==> src/rtl/icache_dm_pkg.sv <==
// Shared types for the direct-mapped instruction cache: address split, frame layout, FSM states.
package icache_dm_pkg;

  localparam int unsigned WORD_W = 32;
  localparam int unsigned IIDX_W = 4;
  localparam int unsigned IBYT_W = 2;
  localparam int unsigned ITAG_W = WORD_W - IIDX_W - IBYT_W;

  typedef logic [WORD_W-1:0] word_t;

  typedef struct packed {
    logic [ITAG_W-1:0] tag;
    logic [IIDX_W-1:0] idx;
    logic [IBYT_W-1:0] bytoff;
  } icachef_t;

  typedef enum logic {
    StIdle,
    StFetch
  } icstate_t;

  typedef struct packed {
    logic              valid;
    logic [ITAG_W-1:0] tag;
    word_t             data;
  } icache_line_t;

endpackage

==> src/rtl/icache_dm.sv <==
// Direct-mapped, one-word-per-block instruction cache: same-cycle hits, single-word fills on a miss.
// Frames live in flip-flops; hit compare, fill FSM and performance counters are all inline.
module icache_dm
  import icache_dm_pkg::*;
#(
  parameter int unsigned NFRAMES = 16,  // must equal 2**IIDX_W
  parameter int unsigned CNT_W   = 32
) (
  input  logic             CLK,
  input  logic             nRST,
  input  logic             imemREN,
  input  logic [31:0]      imemaddr,
  output logic             ihit,
  output logic [31:0]      imemload,
  input  logic             flush,
  output logic             iREN,
  output logic [31:0]      iaddr,
  input  logic             iwait,
  input  logic [31:0]      iload,
  output logic [CNT_W-1:0] hit_cnt,
  output logic [CNT_W-1:0] miss_cnt
);

  icstate_t          state_q;
  word_t             maddr_q;
  logic              iren_q;
  word_t             iaddr_q;
  logic              flushed_q;
  logic [CNT_W-1:0]  hit_cnt_q;
  logic [CNT_W-1:0]  miss_cnt_q;
  icache_line_t      frames_q [NFRAMES];

  icachef_t     req_f;
  icachef_t     fill_f;
  icache_line_t cur_line;
  logic         hit;

  assign req_f    = icachef_t'(imemaddr);
  assign fill_f   = icachef_t'(maddr_q);
  assign cur_line = frames_q[req_f.idx];

  // nRST gating keeps ihit low during reset; flush in idle also suppresses the hit.
  assign hit = nRST & imemREN & ~flush & (state_q == StIdle) & cur_line.valid &
               (cur_line.tag == req_f.tag);

  assign ihit     = hit;
  assign imemload = hit ? cur_line.data : '0;
  assign iREN     = iren_q;
  assign iaddr    = iaddr_q;
  assign hit_cnt  = hit_cnt_q;
  assign miss_cnt = miss_cnt_q;

  always_ff @(posedge CLK) begin
    if (!nRST) begin
      state_q    <= StIdle;
      maddr_q    <= '0;
      iren_q     <= 1'b0;
      iaddr_q    <= '0;
      flushed_q  <= 1'b0;
      hit_cnt_q  <= '0;
      miss_cnt_q <= '0;
      for (int i = 0; i < NFRAMES; i++) begin
        frames_q[i].valid <= 1'b0;
      end
    end else begin
      if (hit) begin
        hit_cnt_q <= hit_cnt_q + CNT_W'(1);
      end
      unique case (state_q)
        StIdle: begin
          if (imemREN && !hit && !flush) begin
            state_q    <= StFetch;
            maddr_q    <= {imemaddr[31:2], 2'b00};
            iren_q     <= 1'b1;
            iaddr_q    <= {imemaddr[31:2], 2'b00};
            flushed_q  <= 1'b0;
            miss_cnt_q <= miss_cnt_q + CNT_W'(1);
          end
        end
        StFetch: begin
          // A flush seen at any point of the fill must keep the frame from being written.
          if (flush) begin
            flushed_q <= 1'b1;
          end
          if (!iwait) begin
            state_q <= StIdle;
            iren_q  <= 1'b0;
            iaddr_q <= '0;
            if (!flush && !flushed_q) begin
              frames_q[fill_f.idx] <= '{valid: 1'b1, tag: fill_f.tag, data: iload};
            end
          end
        end
        default: state_q <= StIdle;
      endcase
      if (flush) begin
        for (int i = 0; i < NFRAMES; i++) begin
          frames_q[i].valid <= 1'b0;
        end
      end
    end
  end

endmodule
==> config.mk <==
export PLATFORM = sky130hd
export DESIGN_NAME = icache_dm
export DESIGN_NICKNAME = d
export VERILOG_FILES = /design/src/rtl/icache_dm_pkg.sv /design/src/rtl/icache_dm.sv
export SDC_FILE = /design/constraint.sdc
export NUM_CORES = 1
export LEC_CHECK = 0
export CORE_UTILIZATION = 65
export CTS_CLUSTER_SIZE = 40
export DETAILED_ROUTE_END_ITERATION = 10
export PLACE_DENSITY = 0.85
export SETUP_SLACK_MARGIN = 0.15
export SYNTH_ARGS = -nofsm -noshare
export SYNTH_HDL_FRONTEND = slang
export SYNTH_SLANG_ARGS = --single-unit
==> constraint.sdc <==
create_clock -name CLK -period 25.1 [get_ports CLK]
set_input_delay 7.53 -clock CLK [delete_from_list [all_inputs] [get_ports CLK]]
set_output_delay 7.53 -clock CLK [all_outputs]
set_load 0.02 [all_outputs]
=== Word level (Yosys, flattened, before mapping) ===
Memory sizes are Yosys's and may differ from the RTL's.
Cells that the tools add are included.

* Flip-flop bits (word level): 129
* Bits in writable memories: 944
* Input bits: 69
* Logic and storage cells: 88
* Memories kept: 1

{| class="wikitable"
|+ Memories
! memory !! depth !! width !! read ports !! clocked after Yosys merged registers in !! write ports !! RTL line !! text
|-
| frames_q || 16 || 59 || 1 || 0 || 16 || icache_dm.sv:31 || <nowiki>icache_line_t frames_q [NFRAMES];</nowiki>
|}

* Add/subtract/negate cells: 2
* Equality and inequality tests: 4
* Muxes and demuxes: 41
* Bitwise gates (word level): 23
* Reduce and logical (&&, ||, !) cells: 10

{| class="wikitable"
|+ Operator list
! cell !! count
|-
| 32-bit two-way mux || 3
|-
| 32-bit by 1-bit adder with 32-bit output, second input constant || 2
|-
| 32-bit case mux with 2 select lines || 1
|-
| 59-bit two-way mux || 1
|-
| 59-bit OR reduction || 1
|-
| 1-bit two-way mux || 31
|-
| 26-bit == test || 1
|-
| 1-bit OR || 16
|-
| 1-bit case mux with 2 select lines || 3
|-
| 2-bit AND reduction || 3
|-
| 1-bit AND || 5
|-
| 4-bit two-way mux || 1
|-
| 2-bit != test, second input constant || 2
|-
| 1-bit logical AND || 3
|-
| 1-bit logical NOT || 3
|-
| 2-bit two-way mux || 1
|-
| 2-bit by 1-bit != test with 1-bit output, second input constant || 1
|-
| 1-bit NOT || 2
|}

=== Longest topological paths before layout ===
Gate-level depths: netlist of the first run.

* Depth after elaboration: 10
* Gate-level depth with buffers: 17

=== Least setup slack after synthesis of the first run ===
Ideal clock, no wire load.

* Path type: in2out
* Start: input imemaddr[5]
* End: output imemload[27]
* Arrival: 10667 ps
* Slack: 6903 ps
* Stages on the path: 13
* Buffers on the path: 5
* Cells stage by stage: buf_4 > and2_1 > clkbuf_1 > a22o_1 > a221oi_1 > xor2_1 > a2111o_1 > or4b_1 > or3_1 > buf_6 > clkbuf_1 > clkbuf_1 > nor2b_1

* Word-level cells in the longest chain between the ends: 4
* Elaborated cells on any way between the ends: 5
* Those cells by class: 1 x eq/ne; 1 x mux; 2 x bitwise; 1 x memory

{| class="wikitable"
|+ Ends and longest elaborated chain
! item !! RTL line !! text
|-
| from (decl) || icache_dm.sv:12 || <nowiki>input logic [31:0] imemaddr,</nowiki>
|-
| memory 16 x 59 bit (*) || - ||
|-
| 26-bit == test or 1-bit AND (tied branches) || icache_dm.sv:44, icache_dm.sv:43 ||
|-
| 1-bit AND || icache_dm.sv:43 || <nowiki>assign hit = nRST & imemREN & ~flush & (state_q == StIdle) & cur_line.valid &</nowiki>
|-
| 32-bit two-way mux (*) || icache_dm.sv:47 || <nowiki>assign imemload = hit ? cur_line.data : '0;</nowiki>
|-
| to (decl) || icache_dm.sv:14 || <nowiki>output logic [31:0] imemload,</nowiki>
|}

Mark *: on every way between the ends. The rest lies on a longest branch, timed or not.

=== Worst setup path in the final report of the first run ===
* Start: input imemaddr[3]
* End: output imemload[2]

The elaborated chain is that of the path after synthesis.

==> metrics.md, run 1 <==
| Metric | Value |
|---|---|
| Reg2reg setup slack | `roughly 21 ns` |
| Synth Cell Area | `42000 µm²` |
| Die height | `roughly 260 µm` |
| Min Hold Slack | `0.458 ns` |
| Slew Viols, Final | `0` |
| Setup repair after global routing missed its margin | `no` |
| Synth Area in Compound Gates | `4.58%` |
| FP Rows | `between 90 and 100` |
| CTS sink cnt | `1071` |
| Post-route DRC violation count | `0` |
| Power Dens Cells | `slightly below 80 nW/µm²` |
| Ys Warns | `0` |
| Port Buffers | `194` |
| Crit share post-route | `around 83%` |
| Sequential element share of the synthesized area | `73.2%` |
| Setup crit start kind | `input port` |
| Critical path type | `input port to output port` |
| Sum Neg Setup Slack | `0 ns` |
| Worst-path fanout max | `112` |
| Post-layout net count | `2468` |
| Tot GR Track Use | `32.9%` |
| Global route overflow | `0` |
| RR Endpoint | `hit_cnt[20]$_SDFFE_PN0P_` |
| Hold path start | `frames_q[15][58]$_SDFFE_PP1P_` |
| Hold Path Sink | `frames_q[15][58]$_SDFFE_PP1P_` |
| CTS Root Cell | `clkbuf_16` |
| Vias/cell | `approximately 7` |
| Tmin final | `20.84 ns` |
| Post-Place Cell Area | `44700 µm²` |
| Maximum VDD drop | `0.0000627 V` |
| Pleak | `15.9 nW` |
| Die X-Extent | `256 µm` |
| Cell variety after synth | `slightly above 70` |
| Post-Synth Adder-Cell Area | `0.0596%` |
| Share of the synthesized area in the top cell type | `66.4%` |
| Core Region | `63400 µm²` |
| Synth Instances | `~2200` |
| Worst EP arrival | `13.31 ns` |
| First-pass GRT wire length | `between 150000 and 200000 µm` |
| Achievable Freq | `approximately 0.048 GHz` |
| Clock Latency Late Sink | `0.67 ns` |
| Total number of vias | `between 20000 and 25000` |
| Number of flops mapped to enable cells by yosys | `928` |
| Count leader, synth | `edfxtp_1` |
| Post-synth top cells | `edfxtp_1, mux4_2, dfxtp_1` |
| Worst Reg-to-Reg Cells | `10` |
| Hold path depth | `1` |
| Status | `complete, no violations` |
| Post-DRT Antenna Nets | `0` |
| Number of global-route vias before repair | `roughly 24000` |
| I/O Pins | `199` |
| Worst relative slew slack | `16.6%` |
| Worst endpoint required time | `17.57 ns` |
| Clock tree from TritonCTS | `built` |
| Filler Cell Count | `3183` |
| Max Cap Viol | `0` |
| RR Startpoint | `frames_q[2][50]$_DFFE_PP_` |
| Worst setup EP type | `output port` |
| Full die area | `around 66000 µm²` |
| CTS buffer count | `100` |
| CTS resizes | `0` |
| Simple-gate share of the synthesized area | `4.76%` |
| Async SR Flop Fraction | `0%` |
| # Post-CTS Setup Buffers | `0` |
| Initial antenna violation count | `3` |
| Area leader, netlist | `edfxtp_1` |
| Finished Cell Area | `48200 µm²` |
| Share of cells above drive strength 1 | `19.7%` |
| Area grow syn2layout | `14.8%` |
| Post-synthesis mux area share | `14.9%` |
| First DRT Iteration DRCs | `3245` |
| Worst hold path type | `flop to flop` |
| Routability cong. | `0.895` |
| Wirelength, routed | `107000 µm` |
| Worst Max-Slew Pin Slew | `1.25 ns` |
| Synth area leaders | `edfxtp_1, mux4_2, dfxtp_1` |
| H-tree levels | `3` |
| Wire per inst | `32.0 µm` |
| Largest net degree at the start of global routing | `119` |
| Clk pin slew, worst setup/hold paths | `~0.060 ns` |
| Post-Synth XOR/XNOR Area | `less than 1%` |
| Max clock buf depth | `3` |
| Starting density of the core | `66.2%` |
| Hold Vio Cnt, Final | `0` |
| Setup Skew | `0.0281 ns` |
| Hold-fix buffers, CTS | `0` |
| #FFs+latches synth | `1071` |
| DP HPWL | `52800 µm` |
| Largest family of logic cells by synthesized area | `multiplexers` |
| Main synth FF type | `edfxtp_1` |
| Initial DRT Pass Iterations | `5` |
| Avg Cell Area, Syn | `19.1 µm²` |
| Setup violations, final | `0` |
==> power breakdown <==
group / switching (W) / internal, W
clock: 0.000683 / 0.000944
combinational: 0.0000932 / 0.0000705
sequential: 0.0000114 / 0.00194
==> cell usage in the layout, fill, tap and decap left out, types with 15 or more instances in the layout <==
cell               n
clkbuf_16        101
clkinv_2          24
clkdlybuf4s50_1  189
nand2_1           87
a21o_1            17
a21oi_1           61
nor2b_1           42
or4_1             37
nor2_1            25
nand4_1           18
mux4_2           242
inv_1             15
o21ai_0           27
bufinv_16         17
nand3_1           37
buf_4             34
o2bb2ai_1         30
o31ai_1           35
edfxtp_1         928
a22o_1            40
dfxtp_1          143
xnor2_1           16
clkbuf_1          17
or3_1             18
mux2i_1           63
==> critical path, cell delays in order <==
cell	delay (ns)
buf_8	0.72
buf_4	0.69
mux4_2	0.60
mux2i_1	0.18
xor2_1	0.23
o211ai_1	0.25
a2111oi_2	0.47
nand4_1	0.35
or3_4	0.71
buf_4	0.45
nor2b_1	0.23
clkdlybuf4s50_1	0.66
==> how the worst max path moves through the flow <==
stage	start	endpoint	slack, ns	cells past startpoint
global route	imemaddr[2]	imemload[2]	4.02	12
floorplan	imemaddr[5]	imemload[27]	6.90	13
global placement	imemaddr[2]	imemload[2]	4.54	12
detailed placement	imemaddr[2]	imemload[2]	4.41	12
CTS	imemaddr[2]	imemload[2]	4.36	12
finish	imemaddr[3]	imemload[2]	4.26	12
==> flip-flops by register name (all words and copies together), names as in the netlist <==
register,count
miss_cnt,32
iREN,1
fill_f,30
hit_cnt,32
flushed_q,1
state_q,1
iaddr,30
frames_q,944
==> logic make-up (layout without fill, tap and decap cells) <==
kind of cell | Yosys count | after routing
DFF | 1071 | 1071
and+or+nand+nor | 359 | 359
muxes | 320 | 320
AOI/OAI and AO/OA | 267 | 267
buffers and inverters | 151 | 432
xor gates and xnor gates | 30 | 30
adders and majority gates | 2 | 2
other | 1 | 3
==> final cells by class <==
cell class              count  area [µm²]  share of cell area [%]
flip-flops and latches   1071       30700                    63.7
multi-input cells         980       10600                    22.0
clock buffers             126        2700                    5.60
repair buffers            228        2220                    4.60
well taps                 846        1060                    2.20
clock inverters            62         825                    1.71
inverters                  16        60.1                   0.125
diodes                      1        2.50                 0.00519
==> per-layer routing <==
| layer | wire length [µm] | up-vias | GRT usage [%] |
|---|---|---|---|
| met5 | 34 | - | 0 |
| met4 | 4160 | 4 | 12.7 |
| met3 | 11500 | 331 | 6.60 |
| met2 | 53800 | 1670 | 54.2 |
| met1 | 37100 | 11954 | 43.7 |
| li1 | - | 9436 | - |
==> metrics by stage <==
stage	instances	utilization (%)	total power, W	worst slack (ns)
3_3_place_gp	3141	70.5	0.00214	4.54
3_5_place_dp	3141	70.5	0.00214	4.41
4_1_cts	3329	76.0	0.00374	4.36
5_1_grt	3329	76.0	0.00382	4.02
6_report	3330	76.0	0.00374	4.26
2_1_floorplan	2202	-	0.00208	6.90
(Power assumes the default switching activity.)
==> inputs of run 2 (changes only) <==
Settings changed: CORE_UTILIZATION 65 to 60, PLACE_DENSITY 0.85 to 0.79.
Clock period 25.1 ns to 20.4 ns, I/O delays scaled along.
==> run 2 against run 1 <==
Net effect: clock power is 20% higher; design area is 0.22% higher; register-to-register slack worse by 4.5 ns; via count is 2.4% lower; worst setup slack worse by 1.2 ns; cell count is 2.9% higher; largest cell class unchanged; clock-buffer cell count is 4 higher.
==> metrics.md, run 2 (synthesis results as in run 1) <==
| Metric | Value |
|---|---|
| Status | `complete, no violations` |
| Share of total power in sequential cells | `52.7%` |
| Post-DRT Antenna Nets | `0` |
| Setup Skew | `0.0530 ns` |
| Combinational share of power | `4.3%` |
| Starting density of the core | `60.9%` |
| First DRT Iteration DRCs | `2623` |
| Maximum VDD drop | `0.0000844 V` |
| Achievable Freq | `0.0578 GHz` |
| Setup crit start kind | `input port` |
| # Post-CTS Setup Buffers | `0` |
| Global route overflow | `0` |
| Clock Latency Late Sink | `0.69 ns` |
| Sum Neg Setup Slack | `0 ns` |
| Vias/cell | `6.67` |
| Routability cong. | `around 0.85` |
| Max Cap Viol | `0` |
| Fin cells | `3426` |
| Hold-fix buffers, CTS | `0` |
| Critical path's largest stage delay | `0.68 ns` |
| Finished Cell Area | `slightly below 50000 µm²` |
| First-pass GRT wire length | `149000 µm` |
| DP HPWL | `51700 µm` |
| Sw frac | `20.9%` |
| Worst endpoint required time | `14.28 ns` |
| Worst Max-Slew Pin Slew | `1.19 ns` |
| Tot GR Track Use | `between 20% and 30%` |
| Commonest non-fill, non-tap cells in the layout | `edfxtp_1, mux4_2, clkdlybuf4s50_1` |
| Worst setup EP type | `output port` |
| I/O Pins | `a little under 200` |
| Crit-path leading delay family | `buffers and inverters` |
| CTS sink cnt | `around 1100` |
| Max clock buf depth | `3` |
| Wire per inst | `29.4 µm` |
| Critical path type | `input port to output port` |
| Wirelength, routed | `roughly 100000 µm` |
| CTS resizes | `0` |
| Clock tree from TritonCTS | `built` |
| H-tree levels | `3` |
| Initial antenna violation count | `2` |
| Cell Count Post-Placement | `3232` |
| Die X-Extent | `267 µm` |
| Initial DRT Pass Iterations | `7` |
| Full die area | `71000 µm²` |
| Worst hold path type | `flop to flop` |
| CP Cell Sequence | `clkbuf_8 -> buf_4 -> mux4_2 -> nor2b_1 -> a211oi_1 -> a21oi_1 -> xnor2_1 -> nand4b_1 -> or3_4 -> nor2b_1 -> clkdlybuf4s50_1` |
| Post-Place Cell Area | `approximately 45000 µm²` |
| Reg2reg setup slack | `between 15 and 20 ns` |
| Min Hold Slack | `0.453 ns` |
| Power Dens Cells | `between 90 and 100 nW/µm²` |
| Setup repair after global routing missed its margin | `no` |
| Antenna diodes | `0` |
| Int Power | `0.00360 W` |
| Setup violations, final | `0` |
| Pleak | `approximately 16 nW` |
| Max reg flops | `944` |
| Worst EP arrival | `11.17 ns` |
| Most common cell after layout, fill and taps aside | `edfxtp_1` |
| Slew Viols, Final | `0` |
| Share of cells above drive strength 1 | `between 15 and 20%` |
| Clk pin slew, worst setup/hold paths | `0.06 ns` |
| Die height | `267 µm` |
| Worst-path fanout max | `84` |
| CTS buffer count | `102` |
| CTS Root Cell | `clkbuf_16` |
| Core Region | `68900 µm²` |
| Buffer and inverter count on the worst path | `3` |
| Number of global-route vias before repair | `~24000` |
| Filler Cell Count | `4130` |
| Post-layout net count | `2476` |
| Hold Vio Cnt, Final | `0` |
| Tmin final | `17.29 ns` |
| CP most frequent cell | `nor2b_1` |
| Psw | `0.000950 W` |
| Port Buffers | `194` |
| Reg with most FFs | `frames_q` |
| FP Rows | `96` |
| Total number of vias | `22839` |
| Worst relative slew slack | `20.5%` |
| Post-route DRC violation count | `0` |
| Area grow syn2layout | `15.1%` |
| Largest net degree at the start of global routing | `85` |
| Critical path's slowest cell | `clkbuf_8` |
| Clock Power Share | `43.0%` |
| Crit share post-route | `between 80% and 90%` |
run 2: layer usage:
metal | up-vias | wire, µm | share of wire [%] | GRT usage, %
met5 | - | 27 | 0.027 | 0
met4 | 4 | 3000 | 3.0 | 10.0
met3 | 243 | 8880 | 8.8 | 4.47
met2 | 1333 | 51400 | 51 | 48.6
met1 | 11796 | 37500 | 37 | 39.1
li1 | 9463 | - | - | -
run 2: through the flow:
step | worst slack, ns | total power (W) | utilization, %
after floorplan | 5.02 | 0.00256 | -
after global placement | 3.28 | 0.00263 | 65.0
after detailed placement | 3.20 | 0.00264 | 65.0
after CTS | 3.15 | 0.00457 | 70.1
after global routing | 2.93 | 0.00466 | 70.1
final | 3.11 | 0.00455 | 70.1
run 2: power by group through the flow:
stage	clock network, W	logic [W]	registers (W)
3_5_place_dp	0	0.000195	0.00244
2_1_floorplan	0	0.000122	0.00244
3_3_place_gp	0	0.000190	0.00244
6_report	0.00195	0.000198	0.00240
5_1_grt	0.00205	0.000209	0.00240
4_1_cts	0.00197	0.000198	0.00240
run 2: path summary, 6_finish.rpt:
check / from / endpoint / cells past startpoint
worst min register to register: frames_q[13][58]$_SDFFE_PP1P_ / frames_q[13][58]$_SDFFE_PP1P_ / 1
worst min-delay path: frames_q[13][58]$_SDFFE_PP1P_ / frames_q[13][58]$_SDFFE_PP1P_ / 1
worst max register to register: frames_q[15][32]$_DFFE_PP_ / hit_cnt[26]$_SDFFE_PN0P_ / 10
worst max-delay path: imemaddr[4] / imemload[14] / 11
run 2: cell type report:
type                            count  area, µm²  share of cell area, %
Timing Repair Buffer              234       2250                   4.65
Inverter                           16       60.1                  0.124
Clock buffer                      130       2760                   5.71
Tap cell                          931       1160                   2.41
Multi-Input combinational cell    980      10600                   22.0
Sequential cell                  1071      30700                   63.6
Clock inverter                     64        732                   1.51
